===== src/rtl/rr_slave_arbiter.sv =====
// rtl/rr_slave_arbiter.sv - per-slave round-robin arbiter with grant hold and registered read return
// Optional watchdog on HOLD enabled by defining ARB_TIMEOUT_EN.
module rr_slave_arbiter #(
    parameter int N      = 32,
    parameter int SLV_ID = 0,
    parameter int TO_CYC = 8
) (
    input  logic           clk,
    input  logic           reset,
    input  logic [3:0]     m_req,
    input  logic [4*N-1:0] m_addr,
    input  logic [3:0]     m_cmd,
    input  logic [4*N-1:0] m_wdata,
    output logic [3:0]     m_ack,
    output logic [4*N-1:0] m_rdata,
    output logic [3:0]     m_rvalid,
    output logic           s_req,
    output logic [N-1:0]   s_addr,
    output logic           s_cmd,
    output logic [N-1:0]   s_wdata,
    input  logic           s_ack,
    input  logic [N-1:0]   s_rdata,
    output logic [3:0]     grant,
    output logic           busy,
    output logic           timeout
);
    localparam logic ST_IDLE = 1'b0;
    localparam logic ST_HOLD = 1'b1;

    logic       r_state;
    logic [1:0] r_ptr;
    logic [1:0] r_lock;
    logic [3:0] r_rd_sel;
    logic [3:0] w_elig;
    logic       w_any;
    logic [1:0] w_sel;
    logic [1:0] w_own;
    logic       w_xfer;
    logic       w_to_hit;

    always_comb begin
        for (int i = 0; i < 4; i++) begin
            w_elig[i] = m_req[i] && (m_addr[i*N+N-2 +: 2] == 2'(SLV_ID));
        end
    end

    // Scan downward so the candidate closest to the pointer is written last and wins.
    always_comb begin
        w_sel = r_ptr;
        for (int k = 3; k >= 0; k--) begin
            if (w_elig[r_ptr + 2'(k)]) begin
                w_sel = r_ptr + 2'(k);
            end
        end
    end

    assign w_any  = |w_elig;
    assign w_own  = (r_state == ST_HOLD) ? r_lock : w_sel;
    assign busy   = (r_state == ST_HOLD);
    assign s_req  = !reset && ((r_state == ST_HOLD) ? m_req[r_lock] : w_any);
    assign grant  = (!reset && ((r_state == ST_HOLD) || w_any)) ? (4'b0001 << w_own) : 4'b0000;
    assign w_xfer = s_ack && s_req;
    assign m_ack  = grant & {4{w_xfer}};

    always_comb begin
        s_addr  = '0;
        s_cmd   = 1'b0;
        s_wdata = '0;
        for (int i = 0; i < 4; i++) begin
            if (s_req && (w_own == 2'(i))) begin
                s_addr  = m_addr[i*N +: N];
                s_cmd   = m_cmd[i];
                s_wdata = m_wdata[i*N +: N];
            end
        end
    end

    assign m_rvalid = r_rd_sel;

    always_comb begin
        for (int i = 0; i < 4; i++) begin
            m_rdata[i*N +: N] = r_rd_sel[i] ? s_rdata : '0;
        end
    end

    always_ff @(posedge clk or posedge reset) begin
        if (reset) begin
            r_state  <= ST_IDLE;
            r_ptr    <= 2'd0;
            r_lock   <= 2'd0;
            r_rd_sel <= 4'b0000;
        end else begin
            r_rd_sel <= (w_xfer && !s_cmd) ? grant : 4'b0000;
            case (r_state)
                ST_IDLE: begin
                    if (w_any) begin
                        if (s_ack) begin
                            r_ptr <= w_sel + 2'd1;
                        end else begin
                            r_lock  <= w_sel;
                            r_state <= ST_HOLD;
                        end
                    end
                end
                ST_HOLD: begin
                    // A master that withdraws its request forfeits the slot without advancing fairness.
                    if (!m_req[r_lock]) begin
                        r_state <= ST_IDLE;
                    end else if (s_ack || w_to_hit) begin
                        r_ptr   <= r_lock + 2'd1;
                        r_state <= ST_IDLE;
                    end
                end
                default: r_state <= ST_IDLE;
            endcase
        end
    end

`ifdef ARB_TIMEOUT_EN
    logic [15:0] r_cnt;
    logic        r_timeout;
    logic [15:0] w_cnt_nxt;

    assign w_cnt_nxt = r_cnt + 16'd1;
    assign w_to_hit  = (r_state == ST_HOLD) && m_req[r_lock] && !s_ack && (w_cnt_nxt == 16'(TO_CYC));
    assign timeout   = r_timeout;

    always_ff @(posedge clk or posedge reset) begin
        if (reset) begin
            r_cnt     <= 16'd0;
            r_timeout <= 1'b0;
        end else begin
            r_cnt <= (r_state == ST_IDLE) ? 16'd0 : w_cnt_nxt;
            if (w_to_hit) begin
                r_timeout <= 1'b1;
            end
        end
    end
`else
    logic w_unused_to;
    assign w_unused_to = (TO_CYC == 0);
    assign w_to_hit    = 1'b0;
    assign timeout     = 1'b0;
`endif

endmodule

===== config.mk =====
export PLATFORM = sky130hd
export DESIGN_NAME = rr_slave_arbiter
export DESIGN_NICKNAME = d
export VERILOG_FILES = /design/src/rtl/rr_slave_arbiter.sv
export SDC_FILE = /design/constraint.sdc
export NUM_CORES = 1
export LEC_CHECK = 0
export CAP_MARGIN = 10
export CORE_AREA = 2 2 195 197
export DETAILED_ROUTE_END_ITERATION = 7
export DIE_AREA = 0 0 197 199
export GPL_TIMING_DRIVEN = 0
export SLEW_MARGIN = 40
export SYNTH_ARGS = -nofsm -noshare
export SYNTH_HDL_FRONTEND = slang
export SYNTH_SLANG_ARGS = --single-unit
export TNS_END_PERCENT = 100

===== constraint.sdc =====
create_clock -name clk -period 3.4 [get_ports clk]
set_input_delay 0.51 -clock clk [delete_from_list [all_inputs] [get_ports clk]]
set_output_delay 0.51 -clock clk [all_outputs]
set_load 0.03 [all_outputs]

==> run_summary.xml <==
<?xml version="1.0" encoding="UTF-8"?>
<metrics>
  <group name="yosys">
    <metric name="number_of_synthesized_register_bits" unit="">9</metric>
    <metric name="synth_sequential_area_ratio" unit="">0.0613</metric>
    <metric name="syn-num-nets" unit="">898</metric>
    <metric name="ys_types" unit="">40</metric>
    <metric name="synthCells" unit="">595</metric>
    <metric name="synthesis.area_per_instance" unit="sq um">6.17</metric>
    <metric name="synth-warning-count" unit="">0</metric>
    <metric name="syn_area" unit="sq um">3670</metric>
  </group>
  <group name="power_and_ir_drop">
    <metric name="p_leak" unit="nW">4.45</metric>
    <metric name="cellPowerDensity" unit="nW/um^2">702</metric>
    <metric name="vdd.ir_drop.worst" unit="mV">0.424</metric>
  </group>
  <group name="clock_network">
    <metric name="cts_tree" unit="">yes</metric>
    <metric name="clk_pin_slew_worst_paths" unit="ps">40</metric>
    <metric name="tritoncts_num_sinks" unit="">9</metric>
    <metric name="cts-hold-fix-buffers" unit="">0</metric>
    <metric name="cts-root-buf" unit="">clkbuf_16</metric>
    <metric name="cts-buffers-inserted" unit="">3</metric>
    <metric name="clkLatencyLatePin" unit="ps">240</metric>
    <metric name="htree_levels" unit="">1</metric>
    <metric name="cts-root-to-sink-buffers" unit="">2</metric>
  </group>
  <group name="place">
    <metric name="io_buffer_count" unit="">505</metric>
    <metric name="placed_cell_area" unit="sq um">9790</metric>
    <metric name="gp_congestion" unit="">0.871</metric>
    <metric name="dp.cells" unit="">1574</metric>
    <metric name="hpwl_dp" unit="mm">28.0</metric>
  </group>
  <group name="routing">
    <metric name="routed-via-count" unit="">6842</metric>
    <metric name="detail_route.drc_violations" unit="">0</metric>
    <metric name="totalWireLength" unit="mm">35.3</metric>
    <metric name="route.detailed.wl_per_inst" unit="um">21.7</metric>
    <metric name="ant_nets" unit="">0</metric>
    <metric name="detail_route.vias_per_cell" unit="">4.21</metric>
    <metric name="drt_pre_antenna_iters" unit="">4</metric>
    <metric name="dr.first_iter.drc_count" unit="">191</metric>
  </group>
  <group name="grt">
    <metric name="number_of_antenna_violations_at_the_first_check_in_global_routing" unit="">3</metric>
    <metric name="globalRouteTotalUtil" unit="">0.167</metric>
    <metric name="pin_count_of_the_biggest_net_entering_global_routing" unit="">11</metric>
    <metric name="grt_first_pass_wirelength" unit="mm">48.4</metric>
    <metric name="grt-ovfl-total" unit="">0</metric>
    <metric name="grt_pass1_vias" unit="">7465</metric>
  </group>
  <group name="setup_path">
    <metric name="timing_worst_setup_path_type" unit="">in2out</metric>
    <metric name="cp_data_required_time" unit="ps">2890</metric>
    <metric name="critPathLaunchType" unit="">input pin</metric>
    <metric name="timing.critical_path.fanout_max" unit="">8</metric>
    <metric name="worst_ep_arrival_time" unit="ps">3200</metric>
    <metric name="worst_reg2reg_setup_slack" unit="ps">450</metric>
    <metric name="critPathCaptureType" unit="">primary output</metric>
  </group>
  <group name="floorplan">
    <metric name="row_count" unit="">71</metric>
    <metric name="pin_count" unit="">507</metric>
    <metric name="floorplan.die_area" unit="sq um">39200</metric>
    <metric name="die_width" unit="um">197</metric>
    <metric name="die_h" unit="um">199</metric>
    <metric name="floorplan.initialDensity" unit="">0.0989</metric>
    <metric name="floorplan.core_area" unit="sq um">37100</metric>
  </group>
  <group name="sta">
    <metric name="final.period_utilization" unit="">1.09</metric>
    <metric name="post-route-min-period" unit="ps">3710</metric>
    <metric name="report.final.setup_viol" unit="">66</metric>
    <metric name="rsz0062_at_grt" unit="">true</metric>
    <metric name="report.final.slew_viol_count" unit="">0</metric>
    <metric name="timing_hold_violations_final" unit="">0</metric>
    <metric name="final.setup_skew" unit="ps">1.61</metric>
    <metric name="max_slew_margin" unit="">0.595</metric>
    <metric name="timing_worst_slew_pin_value" unit="ps">606</metric>
    <metric name="setup_ws" unit="ps">-305</metric>
    <metric name="max_freq" unit="MHz">270</metric>
  </group>
  <group name="finish">
    <metric name="layout.cells.most_common_list" unit="">clkdlybuf4s50_1 (420), and2_1 (131), buf_6 (83), a21oi_2 (62), nor3_2 (61)</metric>
    <metric name="layout.cells.most_common" unit="">clkdlybuf4s50_1</metric>
    <metric name="final-instance-count-excl-fill" unit="">1624</metric>
    <metric name="drive_gt1_frac" unit="">0.413</metric>
    <metric name="synth_to_final_area_change" unit="%">240</metric>
    <metric name="fin_nets" unit="">1453</metric>
    <metric name="finalInstanceArea" unit="sq um">12500</metric>
  </group>
  <group name="status">
    <metric name="outcome" unit="">finished, violations left</metric>
    <metric name="violations" unit="">negative setup slack</metric>
  </group>
  <group name="run">
    <metric name="drv.max_cap_violation_count" unit="">0</metric>
  </group>
  <group name="worst_hold_path">
    <metric name="worstHoldPathType" unit="">reg2reg</metric>
  </group>
</metrics>
-- synthesized netlist by cell type --
library cell | number | share of area
a21o_1 | 1 | 0.0020
a21oi_1 | 66 | 0.090
a21oi_2 | 1 | 0.0024
a221o_2 | 1 | 0.0031
a221oi_1 | 63 | 0.15
a22o_1 | 1 | 0.0024
a22oi_1 | 2 | 0.0041
a31oi_1 | 1 | 0.0017
and2_1 | 132 | 0.22
and2_2 | 1 | 0.0020
and3b_1 | 1 | 0.0024
buf_1 | 9 | 0.0092
buf_2 | 9 | 0.012
buf_4 | 2 | 0.0041
clkbuf_1 | 44 | 0.045
conb_1 | 1 | 0.0010
dfrtp_1 | 9 | 0.061
ha_1 | 4 | 0.014
inv_1 | 7 | 0.0072
mux2_4 | 1 | 0.0041
mux2i_1 | 1 | 0.0027
mux4_2 | 1 | 0.0061
nand2_1 | 10 | 0.010
nand2b_1 | 1 | 0.0017
nor2_1 | 71 | 0.073
nor2b_1 | 64 | 0.11
nor3_1 | 65 | 0.089
nor3_2 | 4 | 0.011
nor3b_2 | 3 | 0.010
nor3b_4 | 1 | 0.0051
nor4_4 | 1 | 0.0058
o21a_1 | 1 | 0.0020
o21ai_0 | 6 | 0.0082
o21ai_4 | 1 | 0.0044
o22ai_1 | 2 | 0.0034
o31ai_1 | 1 | 0.0020
o31ai_2 | 1 | 0.0034
or2_1 | 1 | 0.0017
or3_1 | 1 | 0.0017
or3b_2 | 3 | 0.0072
-- path summary, 6_finish.rpt --
kind | start | endpoint | depth (start not counted)
min | r_lock[0] | r_lock[0] | 2
min in group asynchronous | reset | busy | 2
max in group asynchronous | reset | m_rvalid[1] | 2
max | m_addr[127] | s_wdata[5] | 18
min reg2reg | r_lock[0] | r_lock[0] | 2
max reg2reg | r_ptr[1] | r_lock[1] | 21
-- final cells by class --
class | instances | area, sq um
buffer | 62 | 658
tap | 474 | 593
sequential | 9 | 225
inverter | 7 | 26.3
multi-input combinational | 515 | 5290
fill | 3822 | 24600
antenna | 1 | 2.50
clock buffer | 4 | 78.8
timing repair buffer | 552 | 5630
-- state kept, by name (all words and copies together), names as in the netlist --
| register | count |
|---|---|
| r_ptr | 2 |
| r_lock | 2 |
| m_rvalid | 4 |
| busy | 1 |
-- stage by stage --
step | hold slack, ps | setup WS [ps] | total power, mW | util | TNS [ps]
after floorplan | 338 | -20.5 | 3.29 | - | -24.0
after global placement | 527 | -3350 | 5.33 | 0.263 | -170440
after detailed placement | 525 | -2650 | 5.35 | 0.264 | -148320
after CTS | 537 | -269 | 8.16 | 0.322 | -10420
after global routing | 586 | -385 | 9.24 | 0.337 | -20790
final | 541 | -305 | 8.77 | 0.337 | -13400
-- power by group --
group / total (mW) / internal, mW / switching [mW] / leakage (nW)
registers: 0.191 / 0.136 / 0.0547 / 0.117
logic: 8.37 / 3.83 / 4.55 / 4.30
clock network: 0.209 / 0.157 / 0.0521 / 0.0382
total: 8.77 / 4.12 / 4.66 / 4.45
-- per-layer routing --
metal	vias up	share of wire	global-route usage
met5	-	0.00076	0
met4	4	0.043	0.0691
met3	69	0.072	0.0387
met2	382	0.53	0.322
met1	3167	0.36	0.173
li1	3220	-	-
-- kinds of logic (layout without fill, tap and decap cells) --
group | Yosys count | count (layout) | synth area share
DFF | 9 | 9 | 0.0613
AOI/OAI and AO/OA | 148 | 148 | 0.279
muxes | 3 | 3 | 0.0129
buffers and inverters | 71 | 625 | 0.0777
other | 1 | 2 | 0.00102
adders and majority gates | 4 | 4 | 0.0136
and+or+nand+nor | 359 | 359 | 0.554
-- what timing repair did --
item	CTS	global route
setup buffers	44	2
gates resized for setup	855	121
endpoints found under the hold margin	0	0
cloned	6	2
endpoints found under the setup margin	78	74
pin swaps	52	34
-- critical path: stages --
cell      delay (ps)
buf_8            100
nor3b_4          300
buf_4            170
nor3_2            30
a31oi_1          180
a22oi_2          120
o21a_1           230
buf_6            130
ha_4             150
nor2b_4          140
buf_12           160
buf_12           160
buf_6            120
a221oi_4         220
nor3_2            60
a21oi_2          200
nor2_4            40
buf_6            150
(Power assumes the default switching activity.)
